## src/rtl/sdc_clk_pkg.sv

```systemverilog
// Shared types and default constants for the multi-channel SD card clock generator.
package sdc_clk_pkg;

    // Default build parameters of the generator.
    localparam int SDC_NCH_DEF       = 2;
    localparam int SDC_DIV_BITS_DEF  = 8;
    localparam int SDC_RESET_DIV_DEF = 255;

    // Per-channel pad clock state. STOPPED parks the pad low.
    typedef enum logic [1:0] {
        SDC_STOPPED = 2'd0,
        SDC_HIGH    = 2'd1,
        SDC_LOW     = 2'd2
    } sdc_clk_state_t;

    // A phase lasts div+1 cycles: it ends on the cycle where the counter reaches div.
    function automatic logic sdc_phase_end(input logic [31:0] cnt, input logic [31:0] div);
        return (cnt == div);
    endfunction

endpackage

```

## src/rtl/sdc_clkgen_ch.sv

```systemverilog
// One SD card clock channel: 50% duty divider with a glitch-free divider update,
// a park-low stop handshake and registered rise/fall clock-enable strobes.
module sdc_clkgen_ch
    import sdc_clk_pkg::*;
#(
    parameter int DIV_BITS  = SDC_DIV_BITS_DEF,
    parameter int RESET_DIV = SDC_RESET_DIV_DEF
) (
    input  logic                clk,
    input  logic                srst,
    input  logic [DIV_BITS-1:0] div_value_i,
    input  logic                div_load_i,
    input  logic                stop_req_i,
    output logic                div_ack_o,
    output logic                stopped_o,
    output logic                clk_pad_o,
    output logic                ce_rise_o,
    output logic                ce_fall_o
);

    sdc_clk_state_t      state_q,    state_d;
    logic [DIV_BITS-1:0] cnt_q,      cnt_d;
    logic [DIV_BITS-1:0] div_act_q,  div_act_d;
    logic [DIV_BITS-1:0] div_pend_q, div_pend_d;
    logic                pend_q,     pend_d;
    logic                clk_pad_q;
    logic                stopped_q;
    logic                ce_rise_q,  ce_rise_d;
    logic                ce_fall_q,  ce_fall_d;
    logic                div_ack_q,  div_ack_d;

    logic                phase_end;
    logic                apply_slot;

    // The current phase (high or low) finishes on this cycle.
    assign phase_end  = sdc_phase_end(32'(cnt_q), 32'(div_act_q));

    // The divider may only change where no period is in flight: while parked,
    // or on the last cycle of a low phase.
    assign apply_slot = (state_q == SDC_STOPPED) ||
                        ((state_q == SDC_LOW) && phase_end);

    // Next-state logic: phase sequencing plus pending-divider bookkeeping.
    always_comb begin
        state_d    = state_q;
        cnt_d      = cnt_q;
        div_act_d  = div_act_q;
        div_pend_d = div_pend_q;
        pend_d     = pend_q;
        ce_rise_d  = 1'b0;
        ce_fall_d  = 1'b0;
        div_ack_d  = 1'b0;

        unique case (state_q)
            SDC_STOPPED: begin
                if (!stop_req_i) begin
                    state_d   = SDC_HIGH;
                    cnt_d     = '0;
                    ce_rise_d = 1'b1;
                end
            end
            SDC_HIGH: begin
                if (phase_end) begin
                    state_d   = SDC_LOW;
                    cnt_d     = '0;
                    ce_fall_d = 1'b1;
                end else begin
                    cnt_d = cnt_q + DIV_BITS'(1);
                end
            end
            SDC_LOW: begin
                if (phase_end) begin
                    // Stop is only looked at here, so a full low phase always
                    // precedes parking and a short stop pulse is simply ignored.
                    cnt_d = '0;
                    if (stop_req_i) begin
                        state_d = SDC_STOPPED;
                    end else begin
                        state_d   = SDC_HIGH;
                        ce_rise_d = 1'b1;
                    end
                end else begin
                    cnt_d = cnt_q + DIV_BITS'(1);
                end
            end
            default: begin
                state_d = SDC_STOPPED;
                cnt_d   = '0;
            end
        endcase

        // A load arriving in an apply slot bypasses the pending register;
        // otherwise it overwrites any earlier unapplied value.
        if (apply_slot) begin
            if (div_load_i) begin
                div_act_d = div_value_i;
                div_ack_d = 1'b1;
            end else if (pend_q) begin
                div_act_d = div_pend_q;
                div_ack_d = 1'b1;
            end
            pend_d = 1'b0;
        end else if (div_load_i) begin
            div_pend_d = div_value_i;
            pend_d     = 1'b1;
        end
    end

    // State and output registers; the pad level is derived from the next state
    // so every output is a flop with no input-to-output combinational path.
    always_ff @(posedge clk) begin
        if (srst) begin
            state_q    <= SDC_STOPPED;
            cnt_q      <= '0;
            div_act_q  <= DIV_BITS'(RESET_DIV);
            div_pend_q <= '0;
            pend_q     <= 1'b0;
            clk_pad_q  <= 1'b0;
            stopped_q  <= 1'b1;
            ce_rise_q  <= 1'b0;
            ce_fall_q  <= 1'b0;
            div_ack_q  <= 1'b0;
        end else begin
            state_q    <= state_d;
            cnt_q      <= cnt_d;
            div_act_q  <= div_act_d;
            div_pend_q <= div_pend_d;
            pend_q     <= pend_d;
            clk_pad_q  <= (state_d == SDC_HIGH);
            stopped_q  <= (state_d == SDC_STOPPED);
            ce_rise_q  <= ce_rise_d;
            ce_fall_q  <= ce_fall_d;
            div_ack_q  <= div_ack_d;
        end
    end

    assign clk_pad_o = clk_pad_q;
    assign stopped_o = stopped_q;
    assign ce_rise_o = ce_rise_q;
    assign ce_fall_o = ce_fall_q;
    assign div_ack_o = div_ack_q;

endmodule

```

## src/rtl/sdc_clkgen_multi.sv

```systemverilog
// Multi-channel SD card clock generator: NCH fully independent clock channels
// sharing only the input clock and reset.
module sdc_clkgen_multi
    import sdc_clk_pkg::*;
#(
    parameter int NCH       = SDC_NCH_DEF,
    parameter int DIV_BITS  = SDC_DIV_BITS_DEF,
    parameter int RESET_DIV = SDC_RESET_DIV_DEF
) (
    input  logic                    sd_clk_in,
    input  logic                    sd_rst_in,
    input  logic [NCH*DIV_BITS-1:0] div_value,
    input  logic [NCH-1:0]          div_load,
    output logic [NCH-1:0]          div_ack,
    input  logic [NCH-1:0]          stop_req,
    output logic [NCH-1:0]          stopped,
    output logic [NCH-1:0]          clk_pad,
    output logic [NCH-1:0]          ce_rise,
    output logic [NCH-1:0]          ce_fall
);

    // One channel per lane; divider slice i drives channel i.
    generate
        for (genvar gi = 0; gi < NCH; gi++) begin : g_ch
            sdc_clkgen_ch #(
                .DIV_BITS  (DIV_BITS),
                .RESET_DIV (RESET_DIV)
            ) u_ch (
                .clk         (sd_clk_in),
                .srst        (sd_rst_in),
                .div_value_i (div_value[gi*DIV_BITS +: DIV_BITS]),
                .div_load_i  (div_load[gi]),
                .stop_req_i  (stop_req[gi]),
                .div_ack_o   (div_ack[gi]),
                .stopped_o   (stopped[gi]),
                .clk_pad_o   (clk_pad[gi]),
                .ce_rise_o   (ce_rise[gi]),
                .ce_fall_o   (ce_fall[gi])
            );
        end
    endgenerate

endmodule

```

## config.mk

```make
export PLATFORM = sky130hd
export DESIGN_NAME = sdc_clkgen_multi
export DESIGN_NICKNAME = d
export VERILOG_FILES = /design/src/rtl/sdc_clk_pkg.sv /design/src/rtl/sdc_clkgen_ch.sv /design/src/rtl/sdc_clkgen_multi.sv
export SDC_FILE = /design/constraint.sdc
export NUM_CORES = 1
export LEC_CHECK = 0
export BUFFER_PORTS_ARGS = -buffer_cell sky130_fd_sc_hd__buf_2
export CAP_MARGIN = 30
export CORE_ASPECT_RATIO = 1.75
export CORE_MARGIN = 5
export CORE_UTILIZATION = 66
export CTS_BUF_LIST = sky130_fd_sc_hd__clkbuf_8
export DETAILED_ROUTE_END_ITERATION = 10
export PLACE_DENSITY_LB_ADDON = 0.1
export SETUP_SLACK_MARGIN = 0.1
export SLEW_MARGIN = 20
export SYNTH_ARGS = -nofsm -noshare
export SYNTH_HDL_FRONTEND = slang
export SYNTH_SLANG_ARGS = --single-unit
```

## constraint.sdc

```tcl
create_clock -name sd_clk_in -period 5.2 [get_ports sd_clk_in]
set_input_delay 1.04 -clock sd_clk_in [delete_from_list [all_inputs] [get_ports sd_clk_in]]
set_output_delay 1.04 -clock sd_clk_in [all_outputs]
set_load 0.1 [all_outputs]
```

* Word-level counts from Yosys, hierarchy flattened
Cells that the tools add are included.
Storage, ports and cells: flip-flop bits (word level) 64, bits of input ports 22
Cells by class: add/sub/neg operators 2, equal/unequal tests 10, muxes and demuxes 32, bitwise gates (word level) 4, reductions and logical operators 22
Operator list (number):
- two-way mux 8 bit | 8
- one-hot mux 8 bit (2 select lines) | 2
- adder 8 x 1 -> 8 bit, second input constant | 2
- == test 8 bit | 2
- OR reduction 2 bit | 8
- two-way mux 1 bit | 12
- two-way mux 2 bit | 6
- one-hot mux 2 bit (3 select lines) | 2
- == test 2 x 1 -> 1 bit, second input constant | 4
- logical NOT 2 bit | 4
- AND reduction 2 bit | 4
- == test 2 bit, second input constant | 2
- != test 2 bit, second input constant | 2
- NOT 1 bit | 4
- one-hot mux 1 bit (2 select lines) | 2
- nonzero test 2 bit | 2
- logical AND 1 bit | 2
- logical OR 1 bit | 2

* Longest topological paths before layout
word-level depth 5, gate-level depth with buffers 8, depth with buffers taken out 7

* Hierarchy
From an unflattened synthesis, not the netlist that was laid out.
Unflattened totals: cell total of the unflattened synthesis 306, area, all modules 3067.9 um^2
By module, submodules not included:
- sdc_clkgen_ch | instances 2, cells each 153, area each 1534.0 um^2, sequential area each 640.6 um^2

* Worst setup path after synthesis
Ideal clock, no wire load.
kind input port to flip-flop, start point in div_load[1], end point reg g_ch[1].u_ch.div_pend_q[4], setup time 0.125 ns, arrival time 2.110 ns, path slack 2.965 ns, stages on the path 5, path buffers 1, cell sequence clkbuf_1 inv_1 a311oi_4 mux2i_1 nor2_1
On the way: word-level cells in the longest chain between the ends 1
RTL lines:
- from (decl) | line sdc_clkgen_multi.sv:13 | input logic [NCH-1:0] div_load,
- AND reduction 2 bit (no line)
- to (signal assigned) | line sdc_clkgen_ch.sv:127 | div_pend_q <= div_pend_d;
- to (decl) | line sdc_clkgen_ch.sv:24 | logic [DIV_BITS-1:0] div_pend_q, div_pend_d;
Every way passes these cells. A chain may end at the register's enable or synchronous reset.

* Final worst setup path
start point in div_load[1], end point reg g_ch[1].u_ch.div_pend_q[7]
The elaborated chain is that of the path after synthesis.

==> impl_metrics.env <==
export IMPL_start_kind="primary input"
export IMPL_core_area_um2=4670
export IMPL_grt_first_pass_wirelength_mm=10.4
export IMPL_synthToLayoutAreaGrowth_pct=8.65
export IMPL_powerDensity_nw_per_um2=317
export IMPL_rrSetupSlack_ns=3.20
export IMPL_crit_chain="buf_2 -> inv_1 -> a311oi_4 -> mux2i_1 -> nor2_1"
export IMPL_wl_mm=5.88
export IMPL_ys_flop_type="dfxtp_1"
export IMPL_drive_gt1_share_pct=18.4
export IMPL_avgRoutedWirePerCell_um=14.7
export IMPL_finClkSkew_ns=0.00875
export IMPL_ant_nets=0
export IMPL_synth_edf_count=0
export IMPL_routabilityCongestion=0.739
export IMPL_syn_inst=322
export IMPL_cp_max_fo=18
export IMPL_crit_slowest_cell="a311oi_4"
export IMPL_vias=2300
export IMPL_grt_pass1_vias=2353
export IMPL_hold_depth=2
export IMPL_synth_fp_nets=354
export IMPL_cts_made_buffers=9
export IMPL_status="completed"
export IMPL_ir_worst_vdd_v=0.000329
export IMPL_cts_sinks=64
export IMPL_via_per_inst=5.75
export IMPL_grt_start_max_net_pins=36
export IMPL_hold_start="g_ch[1].u_ch.div_pend_q[6]"
export IMPL_avgSynthCellArea_um2=9.79
export IMPL_rsz0062_at_grt="false"
export IMPL_timing_critical_path_buf_inv=2
export IMPL_num_nets_final=375
export IMPL_clk_pin_slew_worst_paths_ns=0.07
export IMPL_tightest_slew_ns=0.677
export IMPL_place_hpwl_mm=4.37
export IMPL_maxCapViolations=0
export IMPL_yosys_warnings=0
export IMPL_critPathRequiredTime_ns=5.41
export IMPL_placed_cells=384
export IMPL_fmax_mhz=466
export IMPL_critPathCaptureType="register"
export IMPL_final_cells=400
export IMPL_drcViolationCount=0
export IMPL_track_usage_pct=20.7
export IMPL_synth_area_top_cells="dfxtp_1 (41%), mux2i_1 (10%), xor2_1 (6.7%), nor2_1 (6.0%), ha_1 (4.0%)"
export IMPL_path_delay_family="compound AO/OA/AOI/OAI gates"
export IMPL_chipWidth_um=62.3
export IMPL_drtIter0Drc=94
export IMPL_insertion_delay_ns=0.35
export IMPL_slew_headroom_pct=54.9
export IMPL_synth_seq_area_share_pct=40.6
export IMPL_min_to="g_ch[1].u_ch.div_pend_q[6]"
export IMPL_cts_root_buffer="clkbuf_8"
export IMPL_setup_viol=0
export IMPL_hold_violations=0
export IMPL_synth_top_cell_by_area="dfxtp_1"
export IMPL_synth_cell_types=47
export IMPL_cts_tree="yes"
export IMPL_arrival_ns=2.35
export IMPL_tns_ns=0
export IMPL_async_reset_ff_share_pct=0
export IMPL_diodes=0
export IMPL_holdBufCountCts=0
export IMPL_rows=33
export IMPL_port_buffers=31
export IMPL_reg2reg_from="g_ch[0].u_ch.cnt_q[0]"
export IMPL_syn_cell_area_um2=3150
export IMPL_r2r_end="g_ch[0].u_ch.div_act_q[5]"
export IMPL_die_area_um2=6310
export IMPL_dr_pass1_iters=4
export IMPL_grt_ovfl_total=0
export IMPL_period_share_pct=41.3
export IMPL_cpPeakStageDelay_ns=0.58
export IMPL_cts_resized=0
export IMPL_leakage_nw=1.38
export IMPL_die_h_um=101
export IMPL_htree_levels=3
export IMPL_io_pins=32
export IMPL_finalMaxSlewViolations=0
export IMPL_worstRegToRegCells=5
export IMPL_initial_utilization_pct=67.6
export IMPL_ys_ff_latch=64
export IMPL_min_period_ns=2.15
export IMPL_critPathKind="primary input to register"
export IMPL_synth_top_area_share_pct=40.6
export IMPL_finalPower_mw=1.08
export IMPL_hp_class="register to register"
export IMPL_clk_path_buf_depth=2
export IMPL_postCtsSetupBuffers=0
export IMPL_antenna_found_initial=0
==> Yosys cell counts, types with 3 or more instances <==
cell type	instances
a211oi_1	16
nand3_1	3
xnor2_1	5
clkbuf_1	8
xor2_1	24
dfxtp_1	64
nor2_1	50
nor3_1	8
inv_1	8
ha_1	10
nand4_1	4
mux2i_1	32
a21oi_1	5
nor2b_1	17
buf_4	10
nor4_4	4
a21boi_1	3
nand2_1	12
==> cell type report <==
class / instances / area [µm²]
multi-input cells: 228 / 1700
flip-flops and latches: 64 / 1280
fillers: 380 / 1240
repair buffers: 32 / 175
clock buffers: 10 / 138
well taps: 52 / 65.1
clock inverters: 6 / 35.0
inverters: 8 / 30.0
==> how the worst max path moves through the flow <==
stage | endpoint | cells past startpoint | slack (ns) | start
finish | g_ch[1].u_ch.div_pend_q[7] | 5 | 3.05 | div_load[1]
global route | g_ch[1].u_ch.div_pend_q[1] | 5 | 2.96 | div_load[1]
CTS | g_ch[1].u_ch.div_pend_q[1] | 5 | 3.06 | div_load[1]
detailed placement | g_ch[1].u_ch.div_pend_q[1] | 5 | 2.70 | div_load[1]
global placement | g_ch[1].u_ch.div_pend_q[4] | 5 | 2.70 | div_load[1]
floorplan | g_ch[1].u_ch.div_pend_q[4] | 5 | 2.96 | div_load[1]
==> cell usage in the layout (no fill, tap or decap), types with 2 or more instances in the layout <==
cell type   netlist  layout
and3_1            2       2
a311oi_4          2       2
inv_1             8       8
nor3_1            8       8
nor2_1           50      50
nand4_1           4       4
and2_1            2       2
nor2b_1          17      17
clkbuf_8          0      10
xor2_1           24      24
ha_1             10      10
a21boi_1          3       3
o21ai_0           2       2
nor4_4            4       4
a31oi_2           2       2
clkinv_2          0       4
nand2_1          12      12
xnor2_1           5       5
and3_2            2       2
a21oi_1           5       5
nand3_1           3       3
mux2i_1          32      32
dfxtp_1          64      64
buf_2             1      31
a21boi_0          2       2
clkinvlp_4        0       2
nor3b_1           2       2
and3b_1           2       2
a211oi_1         16      16
nor2_4            2       2
==> layer usage <==
layer	part of all wire [%]	up-vias	track usage (%)
li1	-	1143	-
met1	38	1109	20.3
met2	56	32	38.7
met3	3.0	16	5.22
met4	3.1	0	11.6
met5	0	-	0
==> cells by family (layout without fill, tap and decap cells) <==
logic type / count (synthesis) / in the layout / synth area share (%)
AOI/OAI and AO/OA: 41 / 41 / 11.3
xor gates and xnor gates: 29 / 29 / 8.06
adders and majority gates: 10 / 10 / 3.97
buffers and inverters: 30 / 56 / 5.40
DFF: 64 / 64 / 40.6
muxes: 32 / 32 / 10.2
and+or+nand+nor: 116 / 116 / 20.5
==> tightest hold or removal path: cells and delay by family, from the launching register on <==
family / cells / cell delay, ns
flip-flops: 1 / 0.32
AND/OR/NAND/NOR: 1 / 0.07
multiplexers: 1 / 0.06
==> registers in the layout (all words and copies together), names as in the netlist <==
name and cells:
g_ch.u_ch.cnt_q 16, g_ch.u_ch.div_act_q 16, g_ch.u_ch.div_pend_q 16, g_ch.u_ch.state_q 4, g_ch.u_ch.ce_fall_o 2, g_ch.u_ch.ce_rise_o 2, g_ch.u_ch.clk_pad_o 2, g_ch.u_ch.div_ack_o 2
g_ch.u_ch.pend_q 2, g_ch.u_ch.stopped_o 2
==> stage by stage <==
step | hold slack, ns | setup WS, ns | cell area (µm²) | utilization [%]
floorplan | 0.452 | 2.96 | 3150 | -
global placement | 0.463 | 2.70 | 3230 | 69.3
detailed placement | 0.478 | 2.70 | 3250 | 69.7
CTS | 0.495 | 3.06 | 3430 | 73.4
global route | 0.533 | 2.96 | 3430 | 73.4
finish | 0.487 | 3.05 | 3430 | 73.4
==> where the power goes <==
group | leakage, nW | switching [mW] | internal (mW)
Clock | 0.0878 | 0.192 | 0.182
Combinational | 0.772 | 0.115 | 0.0584
Sequential | 0.524 | 0.0185 | 0.519
No activity file was read; power rests on OpenSTA's default activity.
